**config.mk**
```make
export PLATFORM = sky130hd
export DESIGN_NAME = sprite_blitter
export DESIGN_NICKNAME = d
export VERILOG_FILES = /design/src/rtl/sprite_pkg.sv /design/src/rtl/sprite_cfg_shadow.sv /design/src/rtl/sprite_blitter.sv
export SDC_FILE = /design/constraint.sdc
export NUM_CORES = 1
export LEC_CHECK = 0
export CAP_MARGIN = 20
export CORE_AREA = 2 2 110 112
export CTS_BUF_LIST = sky130_fd_sc_hd__clkbuf_8
export CTS_CLUSTER_DIAMETER = 120
export CTS_CLUSTER_SIZE = 28
export DETAILED_ROUTE_END_ITERATION = 8
export DIE_AREA = 0 0 112 114
export PLACE_DENSITY_LB_ADDON = 0.3
export SLEW_MARGIN = 20
export SYNTH_ARGS = -nofsm -noshare
export SYNTH_HDL_FRONTEND = slang
export SYNTH_SLANG_ARGS = --single-unit
```
**constraint.sdc**
```tcl
create_clock -name vga_clk -period 3.6 [get_ports vga_clk]
set_input_delay 0.36 -clock vga_clk [delete_from_list [all_inputs] [get_ports vga_clk]]
set_output_delay 0.36 -clock vga_clk [all_outputs]
set_load 0.02 [all_outputs]
```
**src/rtl/sprite_pkg.sv**
```systemverilog
// sprite_pkg: shared colour/placement types and screen geometry for the sprite path
package sprite_pkg;
   localparam int H_ACTIVE = 640;
   localparam int V_ACTIVE = 480;
   typedef struct packed {
      logic [3:0] r;
      logic [3:0] g;
      logic [3:0] b;
   } rgb444_t;
   typedef struct packed {
      logic [9:0] x;
      logic [9:0] y;
      logic [1:0] mirror;
      logic       enable;
   } sprite_cfg_t;
endpackage

```
**src/rtl/sprite_cfg_shadow.sv**
```systemverilog
// sprite_cfg_shadow: pending/active placement registers, committed only at frame start
module sprite_cfg_shadow
   import sprite_pkg::*;
(
   input  logic        vga_clk,
   input  logic        reset_n,
   input  logic        i_frame_start,
   input  logic        i_valid,
   input  sprite_cfg_t i_cfg,
   output logic        o_ready,
   output sprite_cfg_t o_cfg
);
   logic        r_pend;
   sprite_cfg_t r_pend_cfg;
   sprite_cfg_t r_act;
   logic        w_commit;

   assign w_commit = i_frame_start && r_pend;
   assign o_ready  = !r_pend;
   // the commit is forwarded so pixel (0,0) already uses the new placement
   assign o_cfg    = w_commit ? r_pend_cfg : r_act;

   always_ff @(posedge vga_clk or negedge reset_n)
      if (!reset_n) begin
         r_pend     <= 1'b0;
         r_pend_cfg <= '0;
         r_act      <= '0;
      end else if (w_commit) begin
         r_act  <= r_pend_cfg;
         r_pend <= 1'b0;
      end else if (i_valid && !r_pend) begin
         r_pend     <= 1'b1;
         r_pend_cfg <= i_cfg;
      end
endmodule

```
**src/rtl/sprite_blitter.sv**
```systemverilog
// sprite_blitter: positioned, power-of-two scaled, mirrorable sprite renderer for the VGA pixel path
module sprite_blitter
   import sprite_pkg::*;
#(
   parameter int               SPR_W_LOG2 = 5,
   parameter int               SPR_H_LOG2 = 5,
   parameter int               SCALE_LOG2 = 0,
   parameter int               IDX_W      = 4,
   parameter logic [IDX_W-1:0] TRANSP_IDX = '0,
   parameter logic [11:0]      BG_RGB     = 12'h000
) (
   input  logic                             vga_clk,
   input  logic                             reset_n,
   input  logic [9:0]                       DrawX,
   input  logic [9:0]                       DrawY,
   input  logic                             blank,
   input  logic                             cfg_valid,
   output logic                             cfg_ready,
   input  logic [9:0]                       cfg_x,
   input  logic [9:0]                       cfg_y,
   input  logic [1:0]                       cfg_mirror,
   input  logic                             cfg_enable,
   output logic [SPR_W_LOG2+SPR_H_LOG2-1:0] rom_addr,
   input  logic [IDX_W-1:0]                 rom_q,
   output logic [IDX_W-1:0]                 pal_idx,
   input  logic [3:0]                       pal_r,
   input  logic [3:0]                       pal_g,
   input  logic [3:0]                       pal_b,
   output logic [3:0]                       red,
   output logic [3:0]                       green,
   output logic [3:0]                       blue,
   output logic                             sprite_hit
);
   sprite_cfg_t             w_cfg_in;
   sprite_cfg_t             w_cfg;
   logic                    w_frame_start;
   logic                    w_inside;
   logic                    w_opaque;
   logic signed [10:0]      w_dx;
   logic signed [10:0]      w_dy;
   logic [SPR_W_LOG2-1:0]   w_tx;
   logic [SPR_H_LOG2-1:0]   w_ty;
   logic                    r_in1, r_in2, r_bl1, r_bl2;
   rgb444_t                 w_pix;
   rgb444_t                 r_pix;

   assign w_cfg_in      = '{x: cfg_x, y: cfg_y, mirror: cfg_mirror, enable: cfg_enable};
   assign w_frame_start = (DrawX == '0) && (DrawY == '0);

   sprite_cfg_shadow u_shadow (
      .vga_clk      (vga_clk),
      .reset_n      (reset_n),
      .i_frame_start(w_frame_start),
      .i_valid      (cfg_valid),
      .i_cfg        (w_cfg_in),
      .o_ready      (cfg_ready),
      .o_cfg        (w_cfg)
   );

   assign w_dx = $signed({1'b0, DrawX}) - $signed({1'b0, w_cfg.x});
   assign w_dy = $signed({1'b0, DrawY}) - $signed({1'b0, w_cfg.y});
   // offsets below the scaled sprite size have no bits at or above the size exponent
   assign w_inside = w_cfg.enable && !w_dx[10] && !w_dy[10]
      && ((w_dx[9:0] >> (SPR_W_LOG2 + SCALE_LOG2)) == '0)
      && ((w_dy[9:0] >> (SPR_H_LOG2 + SCALE_LOG2)) == '0)
      && (DrawX < 10'(H_ACTIVE)) && (DrawY < 10'(V_ACTIVE));
   assign w_tx = w_dx[SCALE_LOG2 +: SPR_W_LOG2] ^ {SPR_W_LOG2{w_cfg.mirror[0]}};
   assign w_ty = w_dy[SCALE_LOG2 +: SPR_H_LOG2] ^ {SPR_H_LOG2{w_cfg.mirror[1]}};

   assign w_opaque = r_in2 && (rom_q != TRANSP_IDX);
   assign w_pix    = !r_bl2 ? rgb444_t'(12'h000) :
                     w_opaque ? rgb444_t'({pal_r, pal_g, pal_b}) : rgb444_t'(BG_RGB);

   always_ff @(posedge vga_clk or negedge reset_n)
      if (!reset_n) begin
         rom_addr   <= '0;
         r_in1      <= 1'b0;
         r_bl1      <= 1'b0;
         r_in2      <= 1'b0;
         r_bl2      <= 1'b0;
         r_pix      <= '0;
         sprite_hit <= 1'b0;
      end else begin
         rom_addr   <= {w_ty, w_tx};
         r_in1      <= w_inside;
         r_bl1      <= blank;
         r_in2      <= r_in1;
         r_bl2      <= r_bl1;
         r_pix      <= w_pix;
         sprite_hit <= r_bl2 && w_opaque;
      end

   assign pal_idx = rom_q;
   assign red     = r_pix.r;
   assign green   = r_pix.g;
   assign blue    = r_pix.b;
endmodule

```
==> results.json, run 1 <==
{
  "hold_viol": 0,
  "synth_top_area_share_pct": 50.68,
  "area_delta_synth_final_pct": 55.03,
  "endpoint_kind": "flip-flop",
  "clock_latency_ns": 0.34,
  "synth_ff_type": "dfrtp_1",
  "synth_top_family_by_area": "multiplexers",
  "drc": 0,
  "ir_worst_vdd_mv": 0.1760,
  "synth_commonest_cells": "dfrtp_1 (74), inv_1 (31), mux2_2 (28)",
  "syn_area_per_cell_um2": 11.86,
  "dp.cells": 602,
  "synthesis.nets": 393,
  "final_core_util_pct": 48.37,
  "yosysTopAreaCell": "dfrtp_1",
  "stdcell_count": 629,
  "synth_edf_count": 0,
  "drtIter0Drc": 92,
  "grt_pass1_wl_mm": 14.23,
  "synth_mux_area_share_pct": 14.11,
  "clockRootBuffer": "clkbuf_8",
  "top_layer": "met4",
  "htree_levels": 3,
  "netlist_instances": 308,
  "die_x_um": 112,
  "cts.clk_slew.worst_paths_ns": 0.08,
  "drive_gt1_share_pct": 30.71,
  "grt_max_degree": 75,
  "antenna_found_initial": 0,
  "fin_crit_sh_pct": 96.47,
  "die-area_um2": 12770,
  "place_congestion": 0.8811,
  "drt_first_pass_iters": 4,
  "criticalPathCategory": "in2reg",
  "synth_seq_cells": 74,
  "grtUsageTotal_pct": 14.16,
  "critical_path_peak_fanout": 6,
  "fmax_ghz": 0.2879,
  "grt_overflow_total": 0,
  "yosysSeqAreaShare_pct": 50.68,
  "ys_types": 46,
  "vias": 2897,
  "wl_met3_um": 403,
  "arrival_ns": 3.73,
  "via_per_inst": 4.606,
  "dr_wl_met2_mm": 4.405,
  "clock_skew_ns": 0.007319,
  "p_total_w": 0.001971,
  "syn-cell-area_um2": 3654,
  "cts_inserted_buffers": 9,
  "async_reset_ff_share_pct": 100.0,
  "synth_fa_ha_area_share_pct": 7.945,
  "wl_mm": 8.907,
  "cts_sinks": 74,
  "ys.warnings.count": 0,
  "cap_violations": 0,
  "postRouteAntennaNets": 0,
  "wl_per_cell_um": 14.16,
  "hpwl_mm": 6.560,
  "start_kind": "input port",
  "clock_path_buffers": 2,
  "diodes": 0,
  "setup_viol_count_final": 0,
  "rows": 40,
  "period_needed_ns": 3.473,
  "yosysMostFrequentCell": "dfrtp_1",
  "min-delay-path-class": "in2async",
  "synthSimpleGateAreaFrac_pct": 9.932,
  "slew_headroom_pct": 38.58,
  "required_ns": 3.86,
  "nFillCells": 1062,
  "synth_compound_area_share_pct": 8.733,
  "status": "finished clean",
  "synthTopCellsByArea": "dfrtp_1 (51%), mux2_2 (8.6%), ha_1 (6.8%)",
  "final_nets": 562,
  "setup_tns_ns": 0,
  "synth_xor_xnor_area_share_pct": 3.836,
  "drv_slew": 0,
  "rsz0062_at_grt": "false",
  "fp.dieH_um": 114,
  "initial_core_util_pct": 31.20,
  "cts_tree": "built",
  "p_leak_nw": 2.787,
  "num_io_pins": 91,
  "coreArea_um2": 11710,
  "portBuffers": 90,
  "p_per_area_nw_per_um2": 348.0,
  "grt_pass1_vias": 2966,
  "met1_length_mm": 4.002,
  "worst_pin_slew_ns": 0.9214
}
-- worst max-delay path, cell delays in order --
cell and delay [ns]:
clkdlybuf4s50_1 0.46, nor3b_2 0.20, nand4_1 0.16, nor4_4 0.43, buf_6 0.21, mux2i_4 0.23
ha_1 0.24, nor2b_2 0.16, o2111ai_2 0.23, a31oi_2 0.14, or3_1 0.32, a221o_1 0.34
nor4_2 0.25
-- metrics by stage --
| stage | worst slack (ns) | hold slack (ns) | area [um^2] |
|---|---|---|---|
| after floorplan | 0.0007780 | 0.06441 | 3654 |
| after global placement | -0.4833 | 0.3356 | 5184 |
| after detailed placement | -0.5546 | 0.3472 | 5184 |
| after CTS | 0.006417 | 0.1794 | 5459 |
| after global routing | 0.01992 | 0.2209 | 5664 |
| final | 0.1271 | 0.1371 | 5664 |
-- routing by layer --
metal | GRT usage, % | vias to the layer above
met1 | 17.17 | 1411
li1 | - | 1412
met2 | 24.48 | 69
met5 | 0 | -
met4 | 4.878 | 0
met3 | 3.826 | 5
-- kinds of logic (layout without fill, tap and decap cells) --
family / count (synthesis) / after routing
multiplexers: 48 / 48
buffers and inverters: 41 / 215
flip-flops: 74 / 74
AO/OA/AOI/OAI: 44 / 44
XOR/XNOR: 16 / 16
AND/OR/NAND/NOR: 63 / 63
adder cells (fa/ha/maj): 22 / 22
-- state kept, by name, indices dropped and copies added (netlist names), 4 cells and up --
register / flops
rom_addr: 10
u_shadow.r_pend_cfg: 23
green: 4
blue: 4
u_shadow.r_act: 23
red: 4
-- power breakdown --
part | internal (W) | total [W] | switching (W)
Clock | 0.000460 | 0.000777 | 0.000316
Sequential | 0.000870 | 0.000892 | 0.0000217
Combinational | 0.000177 | 0.000303 | 0.000126
Total | 0.00151 | 0.00197 | 0.000464
-- cell usage in the layout (no fill, tap or decap), drive strengths merged, types with 7 or more instances in the layout --
cell type	instances
buf	79
dfrtp	74
clkdlybuf4s50	73
inv	31
mux2	28
ha	20
mux2i	20
dlymetal6s2s	15
and2	12
xnor2	12
nor2	11
nand2	9
clkbuf	9
o21ai	8
nor4	7
-- final timing paths --
path,from,end,slack (ns),cells past startpoint
min,reset_n,u_shadow.r_pend_cfg[5]$_DFFE_PN0P_,0.14,1
max in group asynchronous,reset_n,red[3]$_DFF_PN0_,2.85,1
min in group vga_clk,r_bl1$_DFF_PN0_,r_bl2$_DFF_PN0_,0.35,0
min reg2reg,r_bl1$_DFF_PN0_,r_bl2$_DFF_PN0_,0.35,0
max reg2reg,u_shadow.r_pend$_DFFE_PN0P_,r_in1$_DFF_PN0_,0.21,12
max,DrawY[9],r_in1$_DFF_PN0_,0.13,13
-- timing repair --
item,in CTS,in global routing
gates cloned,0,1
resized for setup,8,35
pin swaps,2,11
setup endpoints to repair,1,1
hold buffers,0,0
buffers inserted,1,9
-- layout make-up --
type	instances	area, um^2	share of cell area (%)
inverters	31	116.4	2.054
repair buffers	168	1525	26.93
clock inverters	7	117.6	2.076
multi-input cells	193	1745	30.82
flip-flops and latches	74	1852	32.69
well taps	147	183.9	3.247
clock buffers	9	123.9	2.187
Power figures use the tool's default switching activity.
==> inputs of run 2 (changes only) <==
--- a/config.mk
+++ b/config.mk
@@ -9,10 +9,11 @@
 export CORE_AREA = 2 2 110 112
 export CTS_BUF_LIST = sky130_fd_sc_hd__clkbuf_8
 export CTS_CLUSTER_DIAMETER = 120
-export CTS_CLUSTER_SIZE = 28
+export CTS_CLUSTER_SIZE = 8
 export DETAILED_ROUTE_END_ITERATION = 8
 export DIE_AREA = 0 0 112 114
 export PLACE_DENSITY_LB_ADDON = 0.3
+export REMOVE_ABC_BUFFERS = 1
 export SLEW_MARGIN = 20
 export SYNTH_ARGS = -nofsm -noshare
 export SYNTH_HDL_FRONTEND = slang
==> run 2 against run 1 <==
Compared with the run above:
- clock-buffer cell count did not move
- wire length down 3.7%
- combinational power about the same
- clock power fell by 15%
- final cell count fell by 1.4%
- clock skew up 0.0073 ns
- utilization fell by 1.2 points
- via count decreased by 1.3%
- first-iteration DRC count grew 53%
- largest power group unchanged
- global-route usage is essentially flat
- non-clock buffer count down 9
- design area shrank 2.5%
==> results.json, run 2 (synthesized netlist as in run 1, its figures left out) <==
{
  "antenna_found_initial": 0,
  "portBuffers": 90,
  "stdcell_area_um2": 5525,
  "clock_path_buffers": 2,
  "endpoint_kind": "flip-flop",
  "grt_pass1_wl_mm": 14.42,
  "wl_per_cell_um": 13.83,
  "final_common_cell": "dfrtp_1",
  "arrival_ns": 3.68,
  "vias": 2859,
  "worstReg2RegEnd": "r_in1$_DFF_PN0_",
  "required_ns": 3.87,
  "rows": 40,
  "cts_sinks": 74,
  "diodes": 0,
  "hold_viol": 0,
  "clockRootBuffer": "clkbuf_8",
  "fmax_ghz": 0.2935,
  "criticalPathCategory": "in2reg",
  "drv_slew": 0,
  "hpwl_mm": 6.616,
  "worst_pin_slew_ns": 0.8110,
  "setup_tns_ns": 0,
  "holdWs_ns": 0.08781,
  "drc": 0,
  "num_io_pins": 91,
  "coreArea_um2": 11710,
  "die_x_um": 112,
  "grtUsageTotal_pct": 14.17,
  "setup_viol_count_final": 0,
  "start_kind": "input port",
  "slew_headroom_pct": 45.93,
  "grt_pass1_vias": 3030,
  "clock_latency_ns": 0.36,
  "initial_core_util_pct": 31.20,
  "critical_path_peak_fanout": 3,
  "r2r_cells": 14,
  "clock_skew_ns": 0.01461,
  "via_per_inst": 4.611,
  "rsz0062_at_grt": "false",
  "worst-r2r-setup-slack_ns": 0.23,
  "nFillCells": 1099,
  "status": "finished clean",
  "p_per_area_nw_per_um2": 335.0,
  "reg2reg_from": "u_shadow.r_pend$_DFFE_PN0P_",
  "min-delay-path-class": "in2async",
  "final_cell_mix": "dfrtp_1 (74), clkdlybuf4s50_1 (72), buf_4 (66)",
  "fp.dieH_um": 114,
  "final_nets": 553,
  "area_delta_synth_final_pct": 51.23,
  "place_congestion": 0.8435,
  "p_leak_nw": 2.703,
  "dpl_cell_area_um2": 5171,
  "postRouteAntennaNets": 0,
  "holdBufCountCts": 0,
  "die-area_um2": 12770,
  "grt_max_degree": 42,
  "period_needed_ns": 3.407,
  "p_total_w": 0.001851,
  "drive_gt1_share_pct": 27.91,
  "cts.clk_slew.worst_paths_ns": 0.09,
  "ir_worst_vdd_mv": 0.1734,
  "htree_levels": 3,
  "fin_crit_sh_pct": 94.63,
  "reg_top3": "u_shadow.r_act (23), u_shadow.r_pend_cfg (23), rom_addr (10)",
  "grt_overflow_total": 0,
  "cts_inserted_buffers": 9,
  "drtIter0Drc": 141,
  "cap_violations": 0,
  "cts_tree": "built",
  "wl_mm": 8.577,
  "drt_first_pass_iters": 4
}
-- run 2: power breakdown --
| part | switching [W] | total [W] | internal, W |
|---|---|---|---|
| combinational | 0.000125 | 0.000301 | 0.000177 |
| sequential | 0.0000197 | 0.000890 | 0.000870 |
| clock | 0.000336 | 0.000660 | 0.000325 |
-- run 2: timing repair --
| item | 4_1_cts | 5_1_grt |
|---|---|---|
| endpoints found under the hold margin | 0 | 0 |
| gates resized for setup | 11 | 27 |
| endpoints found under the setup margin | 1 | 2 |
| cloned | 0 | 0 |
| setup buffers | 4 | 1 |
| pin swaps | 6 | 10 |
-- run 2: worst max path at each step --
stage	from	to	slack, ns	cells after the start
2_1_floorplan	DrawX[3]	r_in1$_DFF_PN0_	-0.58	11
3_3_place_gp	DrawX[1]	r_in1$_DFF_PN0_	-0.55	14
3_5_place_dp	DrawX[1]	r_in1$_DFF_PN0_	-0.60	14
4_1_cts	DrawX[9]	r_in1$_DFF_PN0_	0.004	14
5_1_grt	u_shadow.r_pend$_DFFE_PN0P_	r_in1$_DFF_PN0_	0.005	17
6_report	DrawY[3]	r_in1$_DFF_PN0_	0.19	13
-- run 2: worst max-delay path: stages --
cell and delay, ns:
clkdlybuf4s50_1 0.47, or4_4 0.45, nor4_4 0.20, buf_4 0.18
mux2_4 0.31, ha_4 0.17, fa_2 0.39, nor2b_2 0.14
o21bai_1 0.11, a32oi_1 0.28, mux2i_1 0.11, a221o_1 0.28
nor4_2 0.23
-- run 2: layout make-up --
cell class / instances / area [um^2] / area share (%)
clock buffer: 9 / 123.9 / 2.242
clock inverter: 7 / 76.32 / 1.381
sequential: 74 / 1852 / 33.51
inverter: 31 / 116.4 / 2.106
timing repair buffer: 159 / 1459 / 26.40
tap: 147 / 183.9 / 3.329
multi-input combinational: 193 / 1714 / 31.02
-- run 2: metal layers --
| layer | GRT usage [%] | wire, um | vias to the layer above |
|---|---|---|---|
| li1 | - | - | 1399 |
| met1 | 18.02 | 3977 | 1361 |
| met2 | 23.39 | 3925 | 85 |
| met3 | 4.410 | 528 | 14 |
| met4 | 4.228 | 146 | 0 |
| met5 | 0 | 0 | - |
-- run 2: per-stage QoR --
| stage | worst slack (ns) | instances | util [%] |
|---|---|---|---|
| 2_1_floorplan | -0.5765 | 298 | - |
| 6_report | 0.1933 | 620 | 47.18 |
| 4_1_cts | 0.003694 | 619 | 46.38 |
| 3_5_place_dp | -0.5999 | 599 | 44.16 |
| 3_3_place_gp | -0.5524 | 599 | 44.16 |
| 5_1_grt | 0.005155 | 620 | 47.18 |
==> variant: new RTL, config.mk and constraints of run 2 <==
Set the parameter `SPR_W_LOG2` to 4 (it was 5).
--- a/src/rtl/sprite_blitter.sv
+++ b/src/rtl/sprite_blitter.sv
@@ -2,7 +2,7 @@
 module sprite_blitter
    import sprite_pkg::*;
 #(
-   parameter int               SPR_W_LOG2 = 5,
+   parameter int               SPR_W_LOG2 = 4,
    parameter int               SPR_H_LOG2 = 5,
    parameter int               SCALE_LOG2 = 0,
    parameter int               IDX_W      = 4,
Interface: changed (resized rom_addr); port bits go from 91 to 90. The function was not compared with the original's and may differ.
==> variant against run 2 <==
Via count decreased by 1.4%; die area unchanged; final area increased by 1.7%; total power decreased by 1.9%; global-route usage increased by 1.2 points; sequential cell count decreased by 1; routed wire length increased by 6.7%; first-iteration DRC count decreased by 27%; worst setup slack got worse by 0.063 ns; non-clock buffer count increased by 6; area after synthesis decreased by 1.5%; critical path type unchanged; critical endpoint unchanged.
==> variant: results (changes against run 2) <==
{
  "synth-seq-area-share": {"value": 0.507, "change": "about the same"},
  "dpl.hpwl": {"value": 6790, "unit": "µm", "change": "was 6620 µm"},
  "power.share.switching": {"value": 0.248, "change": "was 0.259"},
  "vias_in_the_first_global_route": {"value": 3022, "change": "was 3030"},
  "syn_area_per_cell": {"value": 11.7, "unit": "µm²", "change": "was 11.9 µm²"},
  "synth.top_cells.by_count": {"value": "sky130_fd_sc_hd__dfrtp_1, sky130_fd_sc_hd__inv_1, sky130_fd_sc_hd__mux2_2, sky130_fd_sc_hd__mux2i_1, sky130_fd_sc_hd__ha_1", "change": "was sky130_fd_sc_hd__dfrtp_1, sky130_fd_sc_hd__inv_1, sky130_fd_sc_hd__mux2_2, sky130_fd_sc_hd__ha_1, sky130_fd_sc_hd__mux2i_1"},
  "non_filler_cells_final": {"value": 624, "change": "was 620"},
  "place.gp.congestion": {"value": 0.841, "change": "was 0.844"},
  "track_usage": {"value": 0.154, "change": "was 0.142"},
  "detailedRoute.firstIterationViolations": {"value": 103, "change": "was 141"},
  "r2r_slack": {"value": 0.29, "unit": "ns", "change": "was 0.23 ns"},
  "first_pass_grt_wire_length": {"value": 15200, "unit": "µm", "change": "was 14400 µm"},
  "worst_ep_arrival_time": {"value": 3.77, "unit": "ns", "change": "was 3.68 ns"},
  "status": {"value": "finished clean", "change": "unchanged"},
  "finalWirelength": {"value": 9150, "unit": "µm", "change": "was 8580 µm"},
  "fill_cells": {"value": 1083, "change": "was 1099"},
  "nNetsFinal": {"value": 558, "change": "was 553"},
  "fraction_of_final_layout_cells_with_drive_strength_greater_than_1": {"value": 0.314, "change": "was 0.279"},
  "placement.cell_area": {"value": 5140, "unit": "µm²", "change": "was 5170 µm²"},
  "combinational_share_of_power": {"value": 0.167, "change": "was 0.163"},
  "fin_worst_hold_slack": {"value": 0.124, "unit": "ns", "change": "was 0.0878 ns"},
  "largest_net_degree_at_the_start_of_global_routing": {"value": 74, "change": "was 42"},
  "clk_pin_slew_worst_paths": {"value": 0.07, "unit": "ns", "change": "was 0.09 ns"},
  "unique_masters_post_synth": {"value": 37, "change": "was 46"},
  "vias": {"value": 2820, "change": "was 2859"},
  "top_regs": {"value": "u_shadow.r_act x23, u_shadow.r_pend_cfg x23, rom_addr x9", "change": "was u_shadow.r_act x23, u_shadow.r_pend_cfg x23, rom_addr x10"},
  "slew_worst_pin": {"value": 0.928, "unit": "ns", "change": "was 0.811 ns"},
  "finalClockSkew": {"value": 0.00525, "unit": "ns", "change": "was 0.0146 ns"},
  "ff2ff_path_depth": {"value": 15, "change": "was 14"},
  "leakagePower": {"value": 2.71, "unit": "nW", "change": "was 2.70 nW"},
  "share_clk_of_total_power": {"value": 0.346, "change": "was 0.357"},
  "dpl.cell_count": {"value": 602, "change": "was 599"},
  "vdd_ir_drop_max": {"value": 0.000205, "unit": "V", "change": "was 0.000173 V"}
}
-- variant: how the worst max path moves through the flow --
stage,from,endpoint,slack [ns],cells past startpoint
6_report,DrawY[3],r_in1,0.13,15
5_1_grt,DrawY[4],r_in1,-0.007,17
4_1_cts,DrawX[4],r_in1,0.01,16
3_5_place_dp,DrawY[5],r_in1,-0.73,15
3_3_place_gp,DrawY[5],r_in1,-0.57,15
2_1_floorplan,DrawX[3],r_in1,-0.48,11
-- variant: logic make-up after synthesis --
kind of cell,Yosys count,share of synthesized area
and+or+nand+nor,63,0.100
buffers and inverters,43,0.0497
xor gates and xnor gates,20,0.0487
DFF,73,0.507
adders and majority gates,23,0.0841
muxes,49,0.146
AOI/OAI and AO/OA,37,0.0640
-- variant: final cells by class --
type                       count  area, µm²  area share
clock inverter                 6       51.3     0.00913
tap                          147        184      0.0327
timing repair buffer         165       1500       0.267
clock buffer                  10        138      0.0245
sequential                    73       1830       0.325
multi-input combinational    192       1810       0.321
inverter                      31        116      0.0207
-- variant: stage by stage --
| stage | setup WS, ns | utilization |
|---|---|---|
| 2_1_floorplan | -0.485 | - |
| 3_3_place_gp | -0.566 | 0.439 |
| 3_5_place_dp | -0.734 | 0.439 |
| 4_1_cts | 0.00995 | 0.465 |
| 5_1_grt | -0.00679 | 0.480 |
| 6_report | 0.130 | 0.480 |
-- variant: metal layers --
layer / vias up / part of all wire / GRT usage
li1: 1394 / - / -
met1: 1348 / 0.45 / 0.191
met2: 69 / 0.48 / 0.257
met3: 9 / 0.056 / 0.0452
met4: 0 / 0.013 / 0.0561
met5: - / 0 / 0
-- variant: repair_timing --
action / 4_1_cts / 5_1_grt
gates resized for setup: 28 / 39
gates cloned: 1 / 0
buffers inserted: 2 / 4
endpoints found under the setup margin: 1 / 1
pin swaps: 12 / 14
hold endpoints to repair: 0 / 0
